**src/rtl/alu_seq_if.sv**
```systemverilog
// Handshake bundle between alu_seq and its producer (operands) and consumer (result).
interface alu_seq_if #(parameter int WIDTH = 8);
  logic             in_valid;
  logic             in_ready;
  logic [2:0]       op;
  logic [WIDTH-1:0] a;
  logic [WIDTH-1:0] b;
  logic             out_valid;
  logic             out_ready;
  logic [WIDTH-1:0] g;
  logic             zero;
  logic             carry;

  modport slave (
    input  in_valid, op, a, b, out_ready,
    output in_ready, out_valid, g, zero, carry
  );

  modport master (
    output in_valid, op, a, b, out_ready,
    input  in_ready, out_valid, g, zero, carry
  );
endinterface

```
**src/rtl/alu_seq.sv**
```systemverilog
// Registered eight-op ALU with valid/ready on both sides; MUL runs as a WIDTH-step shift-add.
// state | meaning
// IDLE  | in_ready high, waiting for an operand/op
// BUSY  | MUL in progress, one shift-add step per edge
// DONE  | result held on g/zero/carry until out_ready
module alu_seq #(
  parameter int WIDTH = 8,
  parameter int SHW   = $clog2(WIDTH)
) (
  input  logic      clk,
  input  logic      rst,
  alu_seq_if.slave  bus
);

  typedef enum logic [1:0] {S_IDLE, S_BUSY, S_DONE} state_t;

  localparam logic [2:0]     OP_XOR   = 3'b000;
  localparam logic [2:0]     OP_AND   = 3'b001;
  localparam logic [2:0]     OP_OR    = 3'b010;
  localparam logic [2:0]     OP_ADD   = 3'b011;
  localparam logic [2:0]     OP_SUB   = 3'b100;
  localparam logic [2:0]     OP_SHL   = 3'b101;
  localparam logic [2:0]     OP_SHR   = 3'b110;
  localparam logic [2:0]     OP_MUL   = 3'b111;
  localparam logic [SHW-1:0] CNT_LAST = SHW'(WIDTH - 1);

  state_t               r_state;
  state_t               w_state_nxt;
  logic                 w_in_ready;
  logic                 w_out_valid;
  logic [WIDTH-1:0]     r_g;
  logic                 r_zero;
  logic                 r_carry;
  logic [SHW-1:0]       r_cnt;
  logic [2*WIDTH-1:0]   r_acc;
  logic [2*WIDTH-1:0]   r_mcand;
  logic [WIDTH-1:0]     r_mplier;
  logic [2*WIDTH-1:0]   w_acc_nxt;
  logic [WIDTH:0]       w_sum;
  logic [WIDTH:0]       w_diff;
  logic                 w_b_big;
  logic [WIDTH-1:0]     w_alu_g;
  logic                 w_alu_c;

  assign w_sum     = {1'b0, bus.a} + {1'b0, bus.b};
  assign w_diff    = {1'b0, bus.a} - {1'b0, bus.b};
  assign w_b_big   = (32'(bus.b) >= 32'(WIDTH));
  assign w_acc_nxt = r_acc + (r_mplier[0] ? r_mcand : '0);

  always_comb begin
    w_alu_g = '0;
    w_alu_c = 1'b0;
    case (bus.op)
      OP_XOR: w_alu_g = bus.a ^ bus.b;
      OP_AND: w_alu_g = bus.a & bus.b;
      OP_OR:  w_alu_g = bus.a | bus.b;
      OP_ADD: begin
        w_alu_g = w_sum[WIDTH-1:0];
        w_alu_c = w_sum[WIDTH];
      end
      OP_SUB: begin
        w_alu_g = w_diff[WIDTH-1:0];
        w_alu_c = w_diff[WIDTH];
      end
      OP_SHL: w_alu_g = w_b_big ? '0 : (bus.a << bus.b);
      OP_SHR: w_alu_g = w_b_big ? '0 : (bus.a >> bus.b);
      default: ;
    endcase
  end

  always_ff @(posedge clk or negedge rst) begin
    if (!rst) r_state <= S_IDLE;
    else      r_state <= w_state_nxt;
  end

  always_comb begin
    w_state_nxt = r_state;
    w_in_ready  = 1'b0;
    w_out_valid = 1'b0;
    case (r_state)
      S_IDLE: begin
        w_in_ready = 1'b1;
        if (bus.in_valid) w_state_nxt = (bus.op == OP_MUL) ? S_BUSY : S_DONE;
      end
      S_BUSY: if (r_cnt == '0) w_state_nxt = S_DONE;
      S_DONE: begin
        w_out_valid = 1'b1;
        if (bus.out_ready) w_state_nxt = S_IDLE;
      end
      default: w_state_nxt = S_IDLE;
    endcase
  end

  // Result registers only move on the edge that enters DONE.
  always_ff @(posedge clk or negedge rst) begin
    if (!rst) begin
      r_g      <= '0;
      r_zero   <= 1'b0;
      r_carry  <= 1'b0;
      r_cnt    <= '0;
      r_acc    <= '0;
      r_mcand  <= '0;
      r_mplier <= '0;
    end else begin
      case (r_state)
        S_IDLE: if (bus.in_valid) begin
          if (bus.op == OP_MUL) begin
            r_mcand  <= {{WIDTH{1'b0}}, bus.a};
            r_mplier <= bus.b;
            r_acc    <= '0;
            r_cnt    <= CNT_LAST;
          end else begin
            r_g     <= w_alu_g;
            r_zero  <= (w_alu_g == '0);
            r_carry <= w_alu_c;
          end
        end
        S_BUSY: begin
          r_acc    <= w_acc_nxt;
          r_mcand  <= r_mcand << 1;
          r_mplier <= r_mplier >> 1;
          if (r_cnt == '0) begin
            r_g     <= w_acc_nxt[WIDTH-1:0];
            r_zero  <= (w_acc_nxt[WIDTH-1:0] == '0);
            r_carry <= |w_acc_nxt[2*WIDTH-1:WIDTH];
          end else begin
            r_cnt <= r_cnt - SHW'(1);
          end
        end
        default: ;
      endcase
    end
  end

  assign bus.in_ready  = w_in_ready;
  assign bus.out_valid = w_out_valid;
  assign bus.g         = r_g;
  assign bus.zero      = r_zero;
  assign bus.carry     = r_carry;

endmodule

```
**src/flat_wrapper.sv**
```systemverilog
// flat-port wrapper written by rule: the top's interface ports become plain ports
module alu_seq_flat 
#(
  parameter int WIDTH = 8,
  parameter int SHW   = $clog2(WIDTH)
)
  (clk, rst, bus_in_valid, bus_op, bus_a, bus_b, bus_out_ready, bus_in_ready, bus_out_valid, bus_g, bus_zero, bus_carry);
  alu_seq_if #(.WIDTH(WIDTH)) bus_i ();
  input  logic clk;
  input  logic rst;
  input wire logic [$bits(bus_i.in_valid)-1:0] bus_in_valid;
  input wire logic [$bits(bus_i.op)-1:0] bus_op;
  input wire logic [$bits(bus_i.a)-1:0] bus_a;
  input wire logic [$bits(bus_i.b)-1:0] bus_b;
  input wire logic [$bits(bus_i.out_ready)-1:0] bus_out_ready;
  output wire logic [$bits(bus_i.in_ready)-1:0] bus_in_ready;
  output wire logic [$bits(bus_i.out_valid)-1:0] bus_out_valid;
  output wire logic [$bits(bus_i.g)-1:0] bus_g;
  output wire logic [$bits(bus_i.zero)-1:0] bus_zero;
  output wire logic [$bits(bus_i.carry)-1:0] bus_carry;
  assign bus_i.in_valid = bus_in_valid;
  assign bus_i.op = bus_op;
  assign bus_i.a = bus_a;
  assign bus_i.b = bus_b;
  assign bus_i.out_ready = bus_out_ready;
  assign bus_in_ready = bus_i.in_ready;
  assign bus_out_valid = bus_i.out_valid;
  assign bus_g = bus_i.g;
  assign bus_zero = bus_i.zero;
  assign bus_carry = bus_i.carry;
  alu_seq #(.WIDTH(WIDTH), .SHW(SHW)) u_core (.clk(clk), .rst(rst), .bus(bus_i));
endmodule
```
**config.mk**
```make
export PLATFORM = sky130hd
export DESIGN_NAME = alu_seq_flat
export DESIGN_NICKNAME = d
export VERILOG_FILES = /design/src/rtl/alu_seq_if.sv /design/src/rtl/alu_seq.sv /design/src/flat_wrapper.sv
export SDC_FILE = /design/constraint.sdc
export NUM_CORES = 1
export LEC_CHECK = 0
export CAP_MARGIN = 10
export CORE_MARGIN = 3
export CORE_UTILIZATION = 60
export CTS_CLUSTER_DIAMETER = 150
export CTS_CLUSTER_SIZE = 20
export DETAILED_ROUTE_END_ITERATION = 10
export PLACE_DENSITY = 0.89
export REMOVE_ABC_BUFFERS = 1
export SLEW_MARGIN = 20
export SYNTH_ARGS = -nofsm -noshare
export SYNTH_HDL_FRONTEND = slang
export SYNTH_SLANG_ARGS = --single-unit
```
**constraint.sdc**
```tcl
create_clock -name clk -period 3.1 [get_ports clk]
set_input_delay 0.62 -clock clk [delete_from_list [all_inputs] [get_ports clk]]
set_output_delay 0.62 -clock clk [all_outputs]
set_load 0.01 [all_outputs]
```
# Word level (Yosys, flattened, before mapping)
# Index checks and enable logic that the tools add are counted.
[word_totals]
elab_cells = 81
out_inout_bits = 12
inputBits = 23
reg_bits = 55
[op_classes]
addsub = 4
n_mux = 37
n_shift = 2
n_eq_ne = 15
reduce_logical = 11
bitwise = 3
magnitude_cmp = 1
[op_table]
columns = ["operator", "count"]
rows = [
  ["16-bit 2-to-1 mux", 5],
  ["16-bit one-hot mux with 2 select lines", 2],
  ["8-bit 2-to-1 mux", 7],
  ["8-bit one-hot mux with 7 select lines", 1],
  ["8-bit one-hot mux with 2 select lines", 2],
  ["16-bit adder", 1],
  ["8-bit logical NOT", 2],
  ["3-bit equality test (second input constant)", 4],
  ["8-bit by 8-bit adder with 9-bit output", 1],
  ["3-bit 2-to-1 mux", 3],
  ["8-bit by 8-bit subtractor with 9-bit output", 1],
  ["8-bit AND", 1],
  ["8-bit by 4-bit greater-or-equal comparator with 1-bit output (second input constant)", 1],
  ["1-bit 2-to-1 mux", 8],
  ["2-bit 2-to-1 mux", 4],
  ["2-bit != test (second input constant)", 4],
  ["8-bit OR", 1],
  ["4-bit AND reduction", 2],
  ["8-bit OR reduction", 1],
  ["8-bit by 8-bit << shifter with 8-bit output", 1],
  ["8-bit by 8-bit >> shifter with 8-bit output", 1],
  ["8-bit bitwise XOR", 1],
  ["3-bit by 2-bit equality test with 1-bit output (second input constant)", 2],
  ["3-bit logical NOT", 2],
  ["other kinds (11)", 15],
]

# Depth between registers and ports, before layout
# Gate-level depths: netlist (run 1).
[depth]
depth_word = 7
mapped_depth = 11
ltp_nobuf = 11

# Worst setup path after synthesis (run 1)
# OpenSTA, ideal clock, no wires.
[synth_path]
path_kind = "input-to-reg"
startpoint = "in bus_b[1]"
endpoint = "reg u_core.r_zero, in the netlist u_core.bus.zero"
setup_ps = 120
path_stages = 11
required_ps = 2980
path_buffers = 2
arrival_ps = 2827
setup_slack_ps = 153
path_cell_list = "buf_2 buf_2 inv_1 ha_1 a211oi_1 o21bai_1 a2111oi_0 o311ai_0 o41ai_1 nor3_1 a31o_1"
[synth_via]
elab_chain_cells = 7
elab_cells_between_ends = 15
classes_between = "2 x add/sub; 1 x order compare; 2 x shift; 6 x mux; 3 x bitwise; 1 x reduce/logical"
[synth_rtl]
columns = ["item", "line", "source"]
rows = [
  ["start: declaration", "flat_wrapper.sv:14", "input wire logic [$bits(bus_i.b)-1:0] bus_b;"],
  ["8-bit by 4-bit greater-or-equal comparator with 1-bit output, or another cell as far along", "alu_seq.sv:47", "assign w_b_big = (32'(bus.b) >= 32'(WIDTH));"],
  ["8-bit 2-to-1 mux (on tied branches)", "alu_seq.sv:66, alu_seq.sv:65", ""],
  ["8-bit one-hot mux with 7 select lines *", "alu_seq.sv:53", "case (bus.op)"],
  ["8-bit logical NOT *", "alu_seq.sv:114", "r_zero <= (w_alu_g == '0);"],
  ["1-bit 2-to-1 mux *", "alu_seq.sv:107", "if (bus.op == OP_MUL) begin"],
  ["1-bit 2-to-1 mux *", "alu_seq.sv:106", "S_IDLE: if (bus.in_valid) begin"],
  ["1-bit one-hot mux with 2 select lines *", "alu_seq.sv:105", "case (r_state)"],
  ["end signal: assignment", "alu_seq.sv:114", ""],
  ["end signal: assignment", "alu_seq.sv:124", "r_zero <= (w_acc_nxt[WIDTH-1:0] == '0);"],
  ["end: declaration", "alu_seq.sv:32", "logic r_zero;"],
]
# Mark *: on every way between the ends. The rest lies on a longest branch, timed or not. The select of a mux whose other input is x is not followed.
# A chain may end at the register's enable or synchronous reset.

# Worst setup path in the final report (run 1)
[layout_path]
startpoint = "reg u_core.r_mplier[0]"
endpoint = "reg u_core.r_carry, in the netlist u_core.bus.carry"
[layout_via]
elab_chain_cells = 5
[layout_rtl]
columns = ["item", "line", "source"]
rows = [
  ["start: declaration", "alu_seq.sv:37", "logic [WIDTH-1:0] r_mplier;"],
  ["start signal: assignment", "alu_seq.sv:109", "r_mplier <= bus.b;"],
  ["start signal: assignment", "alu_seq.sv:121", "r_mplier <= r_mplier >> 1;"],
  ["16-bit 2-to-1 mux", "alu_seq.sv:48", "assign w_acc_nxt = r_acc + (r_mplier[0] ? r_mcand : '0);"],
  ["16-bit adder", "alu_seq.sv:48", ""],
  ["8-bit OR reduction", "alu_seq.sv:125", "r_carry <= |w_acc_nxt[2*WIDTH-1:WIDTH];"],
  ["1-bit 2-to-1 mux", "alu_seq.sv:122", "if (r_cnt == '0) begin"],
  ["1-bit one-hot mux with 2 select lines", "alu_seq.sv:105", ""],
  ["end signal: assignment", "alu_seq.sv:115", "r_carry <= w_alu_c;"],
  ["end signal: assignment", "alu_seq.sv:125", ""],
  ["end: declaration", "alu_seq.sv:33", "logic r_carry;"],
]
# No other way between the ends. The select of a mux whose other input is x is not followed.

==> results of run 1 <==
==> cells in the final DEF (no fill, tap or decap), drive strengths merged, types with 8 or more instances in the layout <==
cell type / n
a211oi: 11
nor4: 8
nand2: 74
clkdlybuf4s50: 33
buf: 94
and2: 16
nor3: 9
a21o: 11
dfrtp: 55
o21ai: 44
a21oi: 26
inv: 34
mux2i: 8
mux4: 8
nand2b: 11
ha: 41
o22ai: 17
nor2: 65
nand3: 25
==> routing by layer <==
metal | wire (um) | GRT usage (%) | part of all wire, % | vias to the layer above
met5 | 0 | 0 | 0 | -
met4 | 544 | 10.4 | 3.5 | 0
met3 | 932 | 3.68 | 6.0 | 57
met2 | 7820 | 59.0 | 50 | 263
met1 | 6270 | 41.5 | 40 | 2485
li1 | - | - | - | 2417
==> registers in the layout (all words and copies together), names as in the netlist <==
name              cells
u_core.bus.zero       1
u_core.r_mcand       16
u_core.r_acc         16
u_core.r_state        2
u_core.r_mplier       8
u_core.bus.g          8
u_core.r_cnt          3
u_core.bus.carry      1
==> power groups by stage <==
stage | clock network (mW) | registers, mW | logic (mW)
floorplan | 0 | 1.20 | 1.60
global placement | 0 | 1.21 | 2.41
detailed placement | 0 | 1.22 | 2.56
CTS | 0.427 | 1.21 | 2.62
global route | 0.458 | 1.25 | 3.09
finish | 0.418 | 1.22 | 2.81
==> final cells by class <==
type	count	area [um2]	share of cell area, %
multi-input combinational	487	3370	55.0
tap	102	128	2.09
clock buffer	5	68.8	1.12
sequential	55	1380	22.5
timing repair buffer	127	1030	16.9
clock inverter	3	22.5	0.368
inverter	33	124	2.02
==> metrics by stage <==
step | utilization (%) | hold WS (ns) | worst slack, ns | cell area [um2]
finish | 78.0 | 0.242 | 0.0530 | 6120
global route | 78.0 | 0.256 | -0.0494 | 6120
CTS | 77.3 | 0.250 | 0.0146 | 6070
detailed placement | 75.8 | 0.462 | -0.328 | 5950
global placement | 75.8 | 0.450 | -0.231 | 5950
floorplan | - | 0.324 | 0.266 | 4790
==> cell families (layout without fill, tap and decap cells) <==
family                     after synthesis  count (layout)  synth area share [%]
AOI/OAI and AO/OA                      177             177                  24.3
and+or+nand+nor                        235             235                  22.6
adders and majority gates               44              44                  11.6
DFF                                     55              55                  27.9
buffers and inverters                   64             168                  5.41
xor gates and xnor gates                10              10                  1.78
muxes                                   21              21                  6.42
==> final timing paths <==
check / to
max: u_core.bus.carry$_DFFE_PN0P_
min: u_core.r_acc[15]$_DFFE_PN0P_
max reg2reg: u_core.bus.carry$_DFFE_PN0P_
min reg2reg: u_core.r_cnt[0]$_DFFE_PN0P_
max in group asynchronous: u_core.r_acc[5]$_DFFE_PN0P_
min in group clk: u_core.r_cnt[0]$_DFFE_PN0P_
==> critical path: cells and delay by family, from the launching register on <==
family          cells  cell delay [ns]
compound gates      4             0.93
simple gates        4             0.79
fa+ha+maj           2             0.63
flops               1             0.40
buf+inv             1             0.17
==> what timing repair did <==
action,in CTS,in global routing
pin swaps,1,8
endpoints found under the setup margin,2,4
gates resized for setup,4,10
==> tab_implementation.tex, run 1 <==
\begin{tabular}{lr}
\hline
Metric & Value \\
\hline
\multicolumn{2}{l}{\textbf{Worst setup path}} \\
Worst-path cell chain & and2\_1 -> ha\_1 -> fa\_1 -> a211oi\_2 -> o21bai\_2 -> buf\_4 -> a2111o\_1 -> nand3\_1 -> nand4b\_1 -> nor4\_2 -> o31ai\_1 \\
R2r worst-path depth & 11 \\
Crit path kind & flop to flop \\
Worst reg-to-reg setup slack & between 0.05 and 0.06 ns \\
Max Fanout on Critical Path & 4 \\
Element type at the critical path start & flop \\
Crit. End Element & flop \\
CP required & $\sim$3.3 ns \\
Beginning of the critical path & u\_core.r\_mplier[0]\$\_DFFE\_PN0P\_ \\
Launch point of the worst reg-to-reg path & u\_core.r\_mplier[0]\$\_DFFE\_PN0P\_ \\
Arr. time, crit path & $\sim$3.2 ns \\
Crit path largest cell delay & 0.42 ns \\
Slowest-stage cell, CP & fa\_1 \\
\multicolumn{2}{l}{\textbf{Yosys}} \\
Number of cells produced by synthesis & $\sim$600 \\
Yosys reg bits & 55 \\
Warning count from the yosys run & 0 \\
Leading post-synthesis cells by cell area & dfrtp\_1 (28\%), ha\_1 (10\%), nand2\_1 (5.6\%), nor2\_1 (4.9\%), o21ai\_0 (4.4\%) \\
Cell type contributing the most total cell area after synthesis & dfrtp\_1 \\
Sequential fraction of the synthesis area & 27.9\% \\
Per-instance average area after synthesis & roughly 8.1 um2 \\
Post-synth EDFFs & 0 \\
Area share of the leading cell type in the synthesized netlist & 27.9\% \\
Count of distinct cell types in the synthesized netlist & around 70 \\
Cell types with the highest counts after synthesis & nand2\_1 (74), nor2\_1 (64), dfrtp\_1 (55) \\
Most frequent cell after synthesis & nand2\_1 \\
Post-Syn Area & 0.00493 mm2 \\
Top flip-flop cell by instance count after synthesis & dfrtp\_1 \\
Async SR Flop Fraction & 100\% \\
\multicolumn{2}{l}{\textbf{Pwr}} \\
Gate power share & $\sim$63\% \\
Leakage power & $\sim$2.8 nW \\
Total power & about 4.4 mW \\
Portion of total power attributed to sequential cells & 27.4\% \\
Switching component of the power & roughly 2.0 mW \\
Net Sw Frac & between 40\% and 50\% \\
Pwr/cell area & a little over 700 mW/mm2 \\
Share of power burned in the clock network & under 10\% \\
Highest ir drop seen on vdd & roughly 0.34 mV \\
Internal & approximately 2.4 mW \\
\multicolumn{2}{l}{\textbf{Layout}} \\
Number of diodes added for antenna fixing & 0 \\
Area Overhead vs Synth & 24.1\% \\
Fillcell total & $\sim$580 \\
Final Instance Count excl. Fillers & roughly 800 \\
Number of nets in the layout & about 780 \\
Proportion of layout cells with a drive suffix above 1 & 18.7\% \\
\multicolumn{2}{l}{\textbf{Drt}} \\
Final wirelength & about 16 mm \\
Remaining antenna violation count after routing & 0 \\
Remaining DRCs & 0 \\
Total via count after detailed routing & approximately 5200 \\
Average wire per standard cell & 19.2 um \\
Vias per Instance & between 6 and 7 \\
First DRT Iteration DRCs & between 300 and 400 \\
DRT Pass-1 Iters & 5 \\
\multicolumn{2}{l}{\textbf{Die}} \\
Floorplan Core Area & approximately 0.008 mm2 \\
Number of placement rows & 32 \\
Count of boundary I/O pins & 35 \\
Die height & 96.6 um \\
Overall die area & $\sim$0.0093 mm2 \\
Starting density of the core & approximately 63\% \\
Width of the die & about 97 um \\
\multicolumn{2}{l}{\textbf{Timing}} \\
Least-Margin Pin Slew & 0.653 ns \\
Final TNS setup & 0 ns \\
Setup repair after global routing missed its margin & yes \\
Final clock period utilization by the worst path & 98.3\% \\
Max Freq & roughly 330 MHz \\
Worst slew slack as a fraction of its limit & 55.9\% \\
Number of pins with negative max-slew slack in the final report & 0 \\
Min Tclk post-route & roughly 3.0 ns \\
Final setup violating endpoints & 0 \\
Final worst clock skew & 0.0110 ns \\
Final count of hold timing violations & 0 \\
\multicolumn{2}{l}{\textbf{GRT}} \\
Global route total overflow & 0 \\
Antenna violations before repair & 0 \\
Maximum number of pins on one net before global-route repair & 36 \\
Via count of the first global-routing pass & roughly 5100 \\
GR Util All Layers & about 33\% \\
Wire length of the first global-routing pass & about 25 mm \\
\multicolumn{2}{l}{\textbf{Clock tree}} \\
Maximum level of the CTS H-tree & 2 \\
Clock tree from TritonCTS & yes \\
Clock net sink count & 55 \\
Clock latency on the worst-skew pair & about 0.31 ns \\
Clock Root Buffer & clkbuf\_8 \\
Setup fix buffers added after clock tree synthesis & 0 \\
Clock buffer count from CTS & 5 \\
Clock transition at the registers of the reported paths & between 0.1 and 0.15 ns \\
CTS max path bufs & 2 \\
Hold-fix buffers, CTS & 0 \\
\multicolumn{2}{l}{\textbf{Placed design}} \\
Cells after DPL & around 800 \\
Total half-perimeter wirelength after legalization and detailed placement & 12.3 mm \\
Count of buffers inserted at the top-level ports & 34 \\
Gpl congestion & 0.930 \\
\multicolumn{2}{l}{\textbf{Run status}} \\
Outcome & completed \\
\multicolumn{2}{l}{\textbf{Hold path}} \\
Hold crit path type & input pin to asynchronous set/reset pin \\
\multicolumn{2}{l}{\textbf{Run}} \\
Max-cap violations & 0 \\
\hline
\end{tabular}
Note: power is estimated with default switching activity, not from simulation.
==> run 2: changes to the inputs <==
--- a/config.mk
+++ b/config.mk
@@ -9,7 +9,7 @@
 export CORE_MARGIN = 3
 export CORE_UTILIZATION = 60
 export CTS_CLUSTER_DIAMETER = 150
-export CTS_CLUSTER_SIZE = 20
+export CTS_CLUSTER_SIZE = 12
 export DETAILED_ROUTE_END_ITERATION = 10
 export PLACE_DENSITY = 0.89
 export REMOVE_ABC_BUFFERS = 1
==> results of run 2 <==
Final layout, timing and power as in run 1 (identical DEF).
